$ cat config.mk
export PLATFORM = sky130hd
export DESIGN_NAME = lsu_mem_access
export DESIGN_NICKNAME = d
export VERILOG_FILES = /design/src/rtl/lsu_mem_access.sv
export SDC_FILE = /design/constraint.sdc
export NUM_CORES = 1
export LEC_CHECK = 0
export CORE_ASPECT_RATIO = 0.5
export CORE_MARGIN = 2
export CORE_UTILIZATION = 30
export CTS_CLUSTER_SIZE = 10
export DETAILED_ROUTE_END_ITERATION = 10
export GPL_ROUTABILITY_DRIVEN = 0
export MAX_ROUTING_LAYER = met4
export SYNTH_ARGS = -nofsm -noshare
export SYNTH_HDL_FRONTEND = slang
export SYNTH_SLANG_ARGS = --single-unit
$ cat constraint.sdc
create_clock -name clk -period 3.2 [get_ports clk]
set_input_delay 0.64 -clock clk [delete_from_list [all_inputs] [get_ports clk]]
set_output_delay 0.64 -clock clk [all_outputs]
set_load 0.03 [all_outputs]
$ cat src/rtl/lsu_mem_access.sv
//==========================================================================
// lsu_mem_access : LSU memory-access stage (IDLE/REQ/RESP handshake to data memory)
// Optional trap on misaligned access: define LSU_MISALIGN_TRAP_EN.  Rev 1.0
//==========================================================================
`default_nettype none

module lsu_mem_access #(
  parameter int TIMEOUT_CYCLES = 255
) (
  input  logic        clk,
  input  logic        rst_n,
  input  logic        valid_in,
  output logic        ready_out,
  input  logic        is_nop,
  input  logic        is_load,
  input  logic [4:0]  rd,
  input  logic [31:0] addr,
  input  logic [31:0] store_data,
  input  logic [1:0]  size,
  input  logic        zero_ext,
  output logic        mem_req,
  output logic        mem_we,
  output logic [31:0] mem_addr,
  output logic [3:0]  mem_be,
  output logic [31:0] mem_wdata,
  input  logic        mem_ack,
  input  logic [31:0] mem_rdata,
  output logic        valid_out,
  output logic        is_nop_out,
  output logic        is_load_out,
  output logic [4:0]  rd_out,
  output logic [1:0]  size_out,
  output logic        zero_ext_out,
  output logic [31:0] data_out,
  output logic        misalign_err,
  output logic        illegal_err,
  output logic        timeout_err
);

  localparam logic [15:0] TO_LAST = 16'(TIMEOUT_CYCLES - 1);

  typedef enum logic [1:0] {
    ST_IDLE = 2'd0,
    ST_REQ  = 2'd1,
    ST_RESP = 2'd2
  } state_t;

  state_t      state, state_nxt;
  logic [15:0] to_cnt;
  logic [1:0]  addr_lo;
  logic        is_load_q;
  logic        accept, illegal_now, misalign_now, no_access, to_hit;
  logic [3:0]  be_nxt;
  logic [31:0] wdata_nxt, rdata_aligned;

  assign accept      = (state == ST_IDLE) && valid_in;
  assign illegal_now = !is_nop && (size == 2'b11);
  assign to_hit      = (to_cnt == TO_LAST);

`ifdef LSU_MISALIGN_TRAP_EN
  assign misalign_now = !is_nop && (((size == 2'b01) && addr[0]) ||
                                    ((size == 2'b10) && (addr[1:0] != 2'b00)));
`else
  assign misalign_now = 1'b0;
`endif

  assign no_access = is_nop || illegal_now || misalign_now;

  // Combinational outputs decode straight from state so reset drops mem_req at once.
  assign ready_out   = (state == ST_IDLE);
  assign mem_req     = (state == ST_REQ);
  assign valid_out   = (state == ST_RESP);
  assign is_load_out = is_load_q && !(illegal_err || misalign_err || timeout_err);

  always_ff @(posedge clk or negedge rst_n) begin
    if (!rst_n) state <= ST_IDLE;
    else        state <= state_nxt;
  end

  always_comb begin
    state_nxt = state;
    case (state)
      ST_IDLE: if (valid_in) state_nxt = no_access ? ST_RESP : ST_REQ;
      ST_REQ:  if (mem_ack || to_hit) state_nxt = ST_RESP;
      ST_RESP: state_nxt = ST_IDLE;
      default: state_nxt = ST_IDLE;
    endcase
  end

  always_comb begin
    be_nxt    = 4'b1111;
    wdata_nxt = store_data;
    case (size)
      2'b00: begin
        be_nxt    = 4'b0001 << addr[1:0];
        wdata_nxt = {4{store_data[7:0]}};
      end
      2'b01: begin
        be_nxt    = addr[1] ? 4'b1100 : 4'b0011;
        wdata_nxt = {2{store_data[15:0]}};
      end
      default: ;
    endcase
  end

  always_comb begin
    rdata_aligned = mem_rdata;
    case (size_out)
      2'b00:   rdata_aligned = mem_rdata >> {addr_lo, 3'b000};
      2'b01:   rdata_aligned = mem_rdata >> {addr_lo[1], 4'b0000};
      default: ;
    endcase
  end

  always_ff @(posedge clk or negedge rst_n) begin
    if (!rst_n) begin
      to_cnt       <= '0;
      addr_lo      <= '0;
      is_load_q    <= 1'b0;
      is_nop_out   <= 1'b0;
      rd_out       <= '0;
      size_out     <= '0;
      zero_ext_out <= 1'b0;
      mem_we       <= 1'b0;
      mem_addr     <= '0;
      mem_be       <= '0;
      mem_wdata    <= '0;
      data_out     <= '0;
      misalign_err <= 1'b0;
      illegal_err  <= 1'b0;
      timeout_err  <= 1'b0;
    end else if (accept) begin
      to_cnt       <= '0;
      addr_lo      <= addr[1:0];
      is_load_q    <= is_load && !is_nop;
      is_nop_out   <= is_nop;
      rd_out       <= rd;
      size_out     <= size;
      zero_ext_out <= zero_ext;
      mem_we       <= !is_nop && !is_load && !no_access;
      mem_addr     <= {addr[31:2], 2'b00};
      mem_be       <= be_nxt;
      mem_wdata    <= wdata_nxt;
      data_out     <= '0;
      misalign_err <= misalign_now;
      illegal_err  <= illegal_now;
      timeout_err  <= 1'b0;
    end else if (state == ST_REQ) begin
      // An ack in the final timeout cycle takes priority over the abort.
      if (mem_ack) begin
        data_out <= rdata_aligned;
        mem_we   <= 1'b0;
      end else if (to_hit) begin
        timeout_err <= 1'b1;
        mem_we      <= 1'b0;
      end else begin
        to_cnt <= to_cnt + 16'd1;
      end
    end
  end

endmodule

`default_nettype wire
# Word-level counts from Yosys, hierarchy flattened

Cells that the tools add are included.
Widths: inputs -> output; s select.

Mux-type cells: 23
Add/sub/neg operators: 1
Reduce and logical (&&, ||, !) cells: 25
Equality and inequality tests: 10
Shifts and indexed selects: 3

Operator list:

| kind                  | number |
|---|---|
| $pmux 32 s2           | 2 |
| $mux 32               | 3 |
| $mux 16               | 4 |
| $shr 32x5->32         | 2 |
| $add 16x1->16 const B | 1 |
| $eq 16x8->1 const B   | 1 |
| $mux 1                | 8 |
| $pmux 4 s2            | 1 |
| $eq 2x1->1 const B    | 3 |
| $logic_and 1x1->1     | 6 |
| $logic_not 2->1       | 3 |
| $mux 2                | 3 |
| $reduce_and 2->1      | 3 |
| $reduce_and 3->1      | 2 |
| $reduce_bool 2->1     | 3 |
| $eq 2x2->1 const B    | 2 |
| $logic_not 1->1       | 4 |
| $mux 4                | 1 |
| $ne 2x1->1 const B    | 2 |
| $ne 2x2->1 const B    | 2 |
| $pmux 2 s2            | 1 |
| $shl 1x2->4 const A   | 1 |
| $logic_or 1x1->1      | 3 |
| $reduce_bool 3->1     | 1 |

Input port bits: 110
Logic and storage cells: 77
Output and inout port bits: 117
Bits in registers: 131

# Longest topological paths before layout

Gate-level depths: netlist of the first run.

Word-level depth: 6
Mapped depth: 7
Mapped depth without buffers: 6

# Worst setup path after synthesis of the first run

OpenSTA, ideal clock, no wires.

Path kind: register to register
Start: register to_cnt[0]
End: register mem_we
Clock period less this slack: 2.027 ns
Required time: 3.080 ns
Path buffers: 1
Stages on the path, launching flop included: 8
Arrival: 1.908 ns
Setup time: 0.120 ns
Setup slack: 1.173 ns
Path through: dfrtp_1 -> inv_1 -> ha_1 -> or4b_4 -> nor4_4 -> buf_6 -> nand2_2 -> a31o_1

Longest elaborated chain between the ends: 3

Ends and longest elaborated chain:

| element                            | RTL line | source |
|---|---|---|
| start, declared                    | 49       | `logic [15:0] to_cnt;` |
| start signal, assigned             | 157      | `to_cnt <= to_cnt + 16'd1;` |
| $eq 16x8->1                        | 58       | `assign to_hit = (to_cnt == TO_LAST);` |
| $reduce_bool 3->1 (no source line) | --       |  |
| $reduce_and 2->1 (no source line)  | --       |  |
| end signal, assigned               | 140      | `mem_we <= !is_nop && !is_load && !no_access;` |
| end, declared                      | 22       | `output logic mem_we,` |

Every way passes these cells.
A chain may end at the register's enable or synchronous reset.

# Final worst setup path of the first run

Start: register state[1]
End: output mem_req

Longest elaborated chain between the ends: 1

Ends and longest elaborated chain:

| element                | RTL line | source |
|---|---|---|
| start, declared        | 48       | `state_t state, state_nxt;` |
| start signal, assigned | 77       | `else state <= state_nxt;` |
| $eq 2x1->1             | 71       | `assign mem_req = (state == ST_REQ);` |
| end, declared          | 21       | `output logic mem_req,` |

Every way passes these cells.

==> results.cfg, run 1 <==
[synth]
syn-cell-area_um2 = 6165
yosysSeqAreaShare_pct = 53.18
yosysWarnings = 0
synth_flop_cell = dfrtp_1
netlist_instances = 665
synth_seq_cells = 131
ys_types = 55
yosysMostFrequentCell = nand2_1
synth_edf_count = 0
ys_async_sr_fraction_pct = 100.0
synth.area.top_cells = dfrtp_1 53%, nand2_1 13%, mux2i_1 3.9%
synth_top_area_cell = dfrtp_1
yosys.area.top_type_share_pct = 53.18
syn_area_per_cell_um2 = 9.270
synth_commonest_cells = 211 x nand2_1, 131 x dfrtp_1, 45 x o21ai_0

[finish]
antenna_cells = 0
syn_to_final_growth_pct = 50.62
drive_gt1_share_pct = 6.726
nets = 992
instances_no_fill = 1165
final_area_um2 = 9285
nFillCells = 1955

[clocking]
clock_sinks = 131
clock_latency_ns = 0.42
clock-root-buffer = clkbuf_16
clk_path_buf_depth = 2
cts_buffers = 17
postCtsResizedCells = 0
cts_hold_repair.buffers = 0
post_cts.repair.setup_buffers = 0
cts_tree = yes
clkSlewWorstSetupHoldPaths_ns = 0.06
htreeDepth = 4

[sta]
timing.setup.tns_ns = 0
worst_slew_margin_rel_pct = 41.12
period_share_pct = 79.66
setup_viol_count_final = 0
finalHoldViolCount = 0
fmax_mhz = 392.3
worst_pin_slew_ns = 0.8764
fin_crit_ns = 2.549
rsz0062_at_grt = no
fin_skew_ns = 0.007528
drv_slew = 0
hold-worst-slack_ns = 0.1567

[floorplan]
dieWidth_um = 206.7
row_count = 37
design.die.area_um2 = 21780
die_h_um = 105.4
initial_core_util_pct = 30.26
top_level_ports = 227
core_area_um2 = 20370

[pwr]
pwr_density_cell_nw_per_um2 = 751.9
power_frac_clock_pct = 27.3
comb_power_share_pct = 39.7
swShare_pct = 37.62
p_leak_nw = 4.073
internal-power_w = 0.004355
switching_power_w = 0.002626
irDropWorstVdd_v = 0.0004710
seqPwrFrac_pct = 33.0

[worst_setup_path]
r2r-start = to_cnt[0]
cp.required_ns = 2.56
critical_path.cell_chain = and2b_2 -> clkdlybuf4s50_1
critPathSlowestCell = clkdlybuf4s50_1
cp_num_buf_inv = 1
end_kind = output port
max_stage_delay_ns = 0.68
crit_type = flip-flop to output port
start_kind = flip-flop
crit_fanout = 9
arrival_ns = 1.91
crit_family = buffers and inverters
critPathLaunch = state[1]

[detailed_routing]
firstDrtPassIters = 5
routed_wl_um = 19320
via_per_inst = 4.864
vias = 5666
postRouteAntennaNets = 0
wl_per_cell_um = 16.58
drc = 0
drtIter0Drc = 328

[grt]
overflow = 0
grt_max_degree = 58
antenna_found_initial = 0
grt_pass1_wl_um = 30930
global_route.usage.met1_pct = 24.14
gr-usage-met2_pct = 29.34
globalRouteMet3Util_pct = 3.927
grt_pass1_vias = 5484
grtUsageTotal_pct = 18.81
top_usage_layer = met2

[placement]
dpl_cell_area_um2 = 8715
dp_cells = 1134
port_buffers = 223
dpl.hpwl_um = 14070

[run]
drv_cap = 0

[worst_hold_path]
hold_class = primary input to asynchronous set/reset pin

[status]
status = finished, final reports clean
cell type report:
type / instances / area (um2) / area share (%)
Multi-Input combinational cell: 476 / 2644 / 28.47
Tap cell: 273 / 341.6 / 3.679
Clock buffer: 22 / 464.2 / 4.999
Sequential cell: 131 / 3278 / 35.31
Clock inverter: 9 / 106.4 / 1.145
Inverter: 14 / 52.55 / 0.5660
Timing Repair Buffer: 240 / 2399 / 25.83
worst reg2reg max path, stage by stage, from the launching register on:
cell	delay [ns]
dfrtp_1	0.42
inv_1	0.07
ha_1	0.15
or4b_4	0.47
nor4_4	0.27
buf_4	0.27
nand2b_1	0.27
o21ai_0	0.12
power groups by stage:
| stage | sequential (W) | clock [W] | combinational [W] |
|---|---|---|---|
| floorplan | 0.00305 | 0 | 0.000782 |
| global placement | 0.00232 | 0 | 0.00278 |
| detailed placement | 0.00233 | 0 | 0.00280 |
| CTS | 0.00231 | 0.00195 | 0.00280 |
| global route | 0.00236 | 0.00202 | 0.00296 |
| finish | 0.00230 | 0.00191 | 0.00277 |
kinds of logic (layout without fill, tap and decap cells):
kind of cell	count (synthesis)	after routing	synth area share, %
compound gates	149	149	16.16
xor+xnor	2	2	0.2842
fa+ha+maj	2	2	0.4059
buf+inv	60	285	4.222
flops	131	131	53.18
mux	24	24	3.897
other cells	1	3	0.06083
simple gates	296	296	21.80
cell usage in the layout, fill, tap and decap left out, types with 14 or more instances in the layout:
| cell type | n |
|---|---|
| nand2b_1 | 14 |
| clkbuf_16 | 17 |
| o221ai_1 | 16 |
| dfrtp_1 | 131 |
| nand2_1 | 211 |
| buf_4 | 14 |
| o21ai_0 | 45 |
| nor2_1 | 17 |
| mux2i_1 | 24 |
| a22oi_1 | 16 |
| clkdlybuf4s50_1 | 222 |
| a21oi_1 | 20 |
registers in the layout, summed over array words and instances, names as in the netlist:
register      cells
to_cnt           16
illegal_err       1
state             2
mem_be            4
zero_ext_out      1
addr_lo           2
timeout_err       1
size_out          2
is_load_q         1
mem_addr         30
is_nop_out        1
rd_out            5
mem_we            1
mem_wdata        32
data_out         32
per-layer routing:
metal,up-vias,part of all wire (%)
li1,2738,-
met1,2787,46
met2,111,48
met3,30,3.3
met4,0,2.5
met5,-,0
final timing paths:
check,cells after the start,slack [ns],to
max,2,0.65,mem_req
min,1,0.16,mem_wdata[19]
max reg2reg,7,1.04,to_cnt[0]
min reg2reg,2,0.47,is_load_q
max in group asynchronous,2,2.29,mem_wdata[18]
min in group clk,2,0.47,is_load_q
per-stage QoR:
step                setup WS, ns  util [%]  total power, W
finish                    0.6510     45.58        0.006981
global route              0.5866     45.58        0.007341
CTS                       0.6312     45.58        0.007051
detailed placement        0.5698     42.78        0.005124
global placement          0.6208     42.78        0.005097
floorplan                  1.173         -        0.003833
Note: power is estimated with default switching activity, not from simulation.
==> run 2: changes to the inputs <==
Clock period 3.2 ns to 2.3 ns, I/O delays scaled along.
==> results.cfg, run 2 (synthesized netlist as in run 1, its figures left out) <==
[status]
status = finished, final reports clean

[clocking]
clock_sinks = 131
post_cts.repair.setup_buffers = 0
clock_latency_ns = 0.42
clkSlewWorstSetupHoldPaths_ns = 0.06
htreeDepth = 4
cts_tree = yes
clk_path_buf_depth = 2
clock-root-buffer = clkbuf_16
cts_hold_repair.buffers = 0
cts_buffers = 17

[worst_setup_path]
r2r_cells = 7
crit_family = buffers and inverters
start_kind = flip-flop
max_stage_delay_ns = 0.70
end_kind = output port
cp.required_ns = 1.84
cp.depth = 2
cp_num_buf_inv = 1
crit_fanout = 3
critPathSlowestCell = clkdlybuf4s50_1
arrival_ns = 1.75
critical_path.cell_chain = nor3b_1 -> clkdlybuf4s50_1
crit_type = flip-flop to output port

[detailed_routing]
drc = 0
met1_length_um = 8610
topRoutingLayerUsed = met4
wl_per_cell_um = 16.63
routed_wl_um = 19510
via_per_inst = 4.880
postRouteAntennaNets = 0
drtIter0Drc = 407
route.met2.wl_um = 9444
vias = 5724
firstDrtPassIters = 6
met3_length_um = 754

[grt]
grt_pass1_vias = 5689
grt_max_degree = 65
grtUsageTotal_pct = 19.02
grt_pass1_wl_um = 31260
overflow = 0
antenna_found_initial = 0

[sta]
finalHoldViolCount = 0
setup_viol_count_final = 0
worst_slew_margin_rel_pct = 55.18
period_share_pct = 95.89
timing.setup.tns_ns = 0
worst_pin_slew_ns = 0.6724
drv_slew = 0
fin_crit_ns = 2.206
fin_skew_ns = 0.006367
rsz0062_at_grt = no
fmax_mhz = 453.4

[floorplan]
design.die.area_um2 = 21780
core_area_um2 = 20370
dieWidth_um = 206.7
die_h_um = 105.4
initial_core_util_pct = 30.26
row_count = 37
top_level_ports = 227

[placement]
port_buffers = 223
dpl_cell_area_um2 = 8812
dpl.hpwl_um = 14210

[finish]
reg_top3 = data_out (32), mem_wdata (32), mem_addr (30)
final_core_util_pct = 46.19
layout_common_cells = 221 x clkdlybuf4s50_1, 211 x nand2_1, 131 x dfrtp_1, 45 x o21ai_0, 24 x mux2i_1
ff_latch_area_um2 = 3278
final_area_um2 = 9408
nets = 1000
antenna_cells = 0
syn_to_final_growth_pct = 52.61
nFillCells = 1969
drive_gt1_share_pct = 7.667
multi_input_area_um2 = 2644
final_common_cell = clkdlybuf4s50_1

[run]
drv_cap = 0

[pwr]
irDropWorstVdd_v = 0.0006187
pwr_density_cell_nw_per_um2 = 1049
p_leak_nw = 4.156

[worst_hold_path]
hold_class = primary input to asynchronous set/reset pin
-- run 2: final cells by class --
class | instances | area share (%)
sequential | 131 | 34.85
timing repair buffer | 248 | 26.56
multi-input combinational | 476 | 28.10
clock buffer | 21 | 4.894
tap | 273 | 3.631
clock inverter | 10 | 1.410
inverter | 14 | 0.5586
-- run 2: path summary, 6_finish.rpt --
| path | start | endpoint | slack [ns] |
|---|---|---|---|
| max | timeout_err | is_load_out | 0.09 |
| min | rst_n | zero_ext_out | 0.02 |
| max reg2reg | to_cnt[0] | to_cnt[4] | 0.20 |
| min reg2reg | mem_addr[6] | mem_addr[6] | 0.47 |
| max in group asynchronous | rst_n | data_out[24] | 1.64 |
| min in group clk | mem_addr[6] | mem_addr[6] | 0.47 |
-- run 2: what timing repair did --
action / CTS / global route
endpoints found under the hold margin: 0 / 0
setup endpoints to repair: 0 / 1
resized for setup: 0 / 1
-- run 2: per-stage QoR --
step                power, W  setup WS [ns]  hold slack [ns]  instances
finish              0.009872        0.09449          0.01976       1173
global route         0.01039       0.007665          0.04202       1173
CTS                 0.009985        0.01181          0.02927       1173
detailed placement  0.007172      0.0006943           0.4604       1142
global placement    0.007125        0.09311           0.4524       1142
floorplan           0.005333         0.2728           0.1644        667
-- run 2: power by group --
| group | switching [W] | internal (W) | leakage, nW |
|---|---|---|---|
| sequential | 0.000322 | 0.00286 | 1.69 |
| combinational | 0.00234 | 0.00160 | 2.19 |
| clock | 0.00101 | 0.00175 | 0.285 |
-- run 2: layer usage --
metal  up-vias  global-route usage, %
met1      2759                  24.27
met3        45                  3.432
met2       163                  29.57
met4         0                  8.612
met5         -                      -
li1       2757                      -
==> run 3: changes to the inputs <==
Settings changed: CORE_UTILIZATION 30 to 45, PLACE_DENSITY from default to 0.81.
Clock period 2.3 ns to 2.1 ns, I/O delays scaled along.
==> results.cfg, run 3 (synthesized netlist as in run 1, its figures left out) <==
[sta]
fin_crit_ns = 2.030
setup_viol_count_final = 0
fin_ws_ns = 0.06979
hold-worst-slack_ns = 0.4638
drv_slew = 0
period_share_pct = 96.68
fmax_mhz = 492.6
finalHoldViolCount = 0
fin_skew_ns = 0.01097
timing.setup.tns_ns = 0
rsz0062_at_grt = no
worst_slew_margin_rel_pct = 57.83
worst_pin_slew_ns = 0.6326

[floorplan]
design.die.area_um2 = 14710
dieWidth_um = 169.5
initial_core_util_pct = 45.75
top_level_ports = 227
row_count = 30
die_h_um = 86.76
core_area_um2 = 13480

[status]
status = finished, final reports clean

[worst_setup_path]
end_kind = flip-flop
start_kind = flip-flop
critical_path.cell_chain = inv_1 -> ha_1 -> or4b_4 -> nor4_4 -> buf_6 -> o311ai_0 -> o31ai_1
r2r-end = to_cnt[4]
r2r-start = to_cnt[0]
critPathLaunch = to_cnt[0]
r2r_cells = 7
arrival_ns = 2.33
max_stage_delay_ns = 0.47
critPathSlowestCell = or4b_4
crit_type = flip-flop to flip-flop
cp_num_buf_inv = 2
crit_family = simple AND/OR/NAND/NOR gates
cp.required_ns = 2.40
reg2reg_slack_ns = 0.07
crit_fanout = 12

[placement]
dp_slack_ns = -0.1469
port_buffers = 223
dp_cells = 1055
dpl.hpwl_um = 12900

[grt]
grt_pass1_wl_um = 29330
overflow = 0
grt_max_degree = 65
antenna_found_initial = 0
grt_pass1_vias = 5685
grtUsageTotal_pct = 26.10

[detailed_routing]
vias = 5920
drtIter0Drc = 565
postRouteAntennaNets = 0
routed_wl_um = 18520
via_per_inst = 5.446
wl_per_cell_um = 17.03
firstDrtPassIters = 5
drc = 0

[clocking]
clock_latency_ns = 0.41
cts_buffers = 17
htreeDepth = 4
clkSlewWorstSetupHoldPaths_ns = 0.06
clock_sinks = 131
cts_tree = yes
clk_path_buf_depth = 2
clock-root-buffer = clkbuf_16

[finish]
syn_to_final_growth_pct = 52.43
final_core_util_pct = 69.73
instances_no_fill = 1087
layout_common_cells = 218 x clkdlybuf4s50_1, 211 x nand2_1, 131 x dfrtp_1, 45 x o21ai_0, 27 x buf_4
drive_gt1_share_pct = 8.672
reg_top3 = data_out (32), mem_wdata (32), mem_addr (30)
nets = 1011
final_common_cell = clkdlybuf4s50_1
antenna_cells = 0

[pwr]
pwr_density_cell_nw_per_um2 = 1154
p_leak_nw = 4.210
irDropWorstVdd_v = 0.0006233

[worst_hold_path]
whs_endpoint = is_load_q
min_from = is_load_q
min_path_cells = 2
hold_class = flip-flop to flip-flop

[run]
drv_cap = 0
## run 3: cell types whose count changed in the layout (fill, tap and decap cells not counted), sizes merged
cell           previous run  this run
buf                      26        36
clkbuf                   21        22
clkdlybuf4s50           221       218
clkinv                    5         3
clkinvlp                  3         4
dlygate4sd2               0         3
dlygate4sd3               0         1
## run 3: worst max-delay path by stage
stage            endpoint  slack [ns]  depth (start not counted)
2_1_floorplan      mem_we        0.07                          7
3_3_place_gp   to_cnt[15]       -0.04                          5
3_5_place_dp   to_cnt[15]       -0.15                          5
4_1_cts         ready_out        0.02                          2
5_1_grt         to_cnt[8]       0.004                          6
6_report        to_cnt[4]        0.07                          7
## run 3: cell type report
cell class | count | area [um2]
multi-input cells | 476 | 2646
clock buffers | 22 | 464.2
repair buffers | 259 | 2605
inverters | 14 | 52.55
clock inverters | 9 | 130.1
well taps | 176 | 220.2
fillers | 979 | 4079
flip-flops and latches | 131 | 3278
## run 3: timing repair
item / 4_1_cts / 5_1_grt
resized for setup: 3 / 3
endpoints found under the hold margin: 31 / 0
hold buffers: 1 / 0
endpoints found under the setup margin: 3 / 5
buffers inserted: 0 / 0
## run 3: where the power goes
part           internal, W  switching, W
Sequential         0.00313      0.000358
Combinational      0.00178       0.00256
Clock              0.00192       0.00110
## run 3: stage by stage
stage	instance area (um2)	power (W)
final	9397	0.01084
after global routing	9397	0.01134
after detailed placement	8787	0.007849
after floorplan	6172	0.005841
after CTS	9388	0.01087
after global placement	8787	0.007758
## run 3: worst register-to-register path: cells and delay by family, from the launching register on
kind | cells | cell delay (ns)
adder cells (fa/ha/maj) | 1 | 0.16
buffers and inverters | 2 | 0.27
AO/OA/AOI/OAI | 2 | 0.29
flip-flops | 1 | 0.38
AND/OR/NAND/NOR | 2 | 0.83
## run 3: routing by layer
layer  up-vias  share of wire [%]  GRT usage [%]
met4         0                2.3          10.57
li1       2776                  -              -
met5         -                  0              -
met3        38                5.9          4.977
met1      2843                 42          32.67
met2       263                 49          42.41
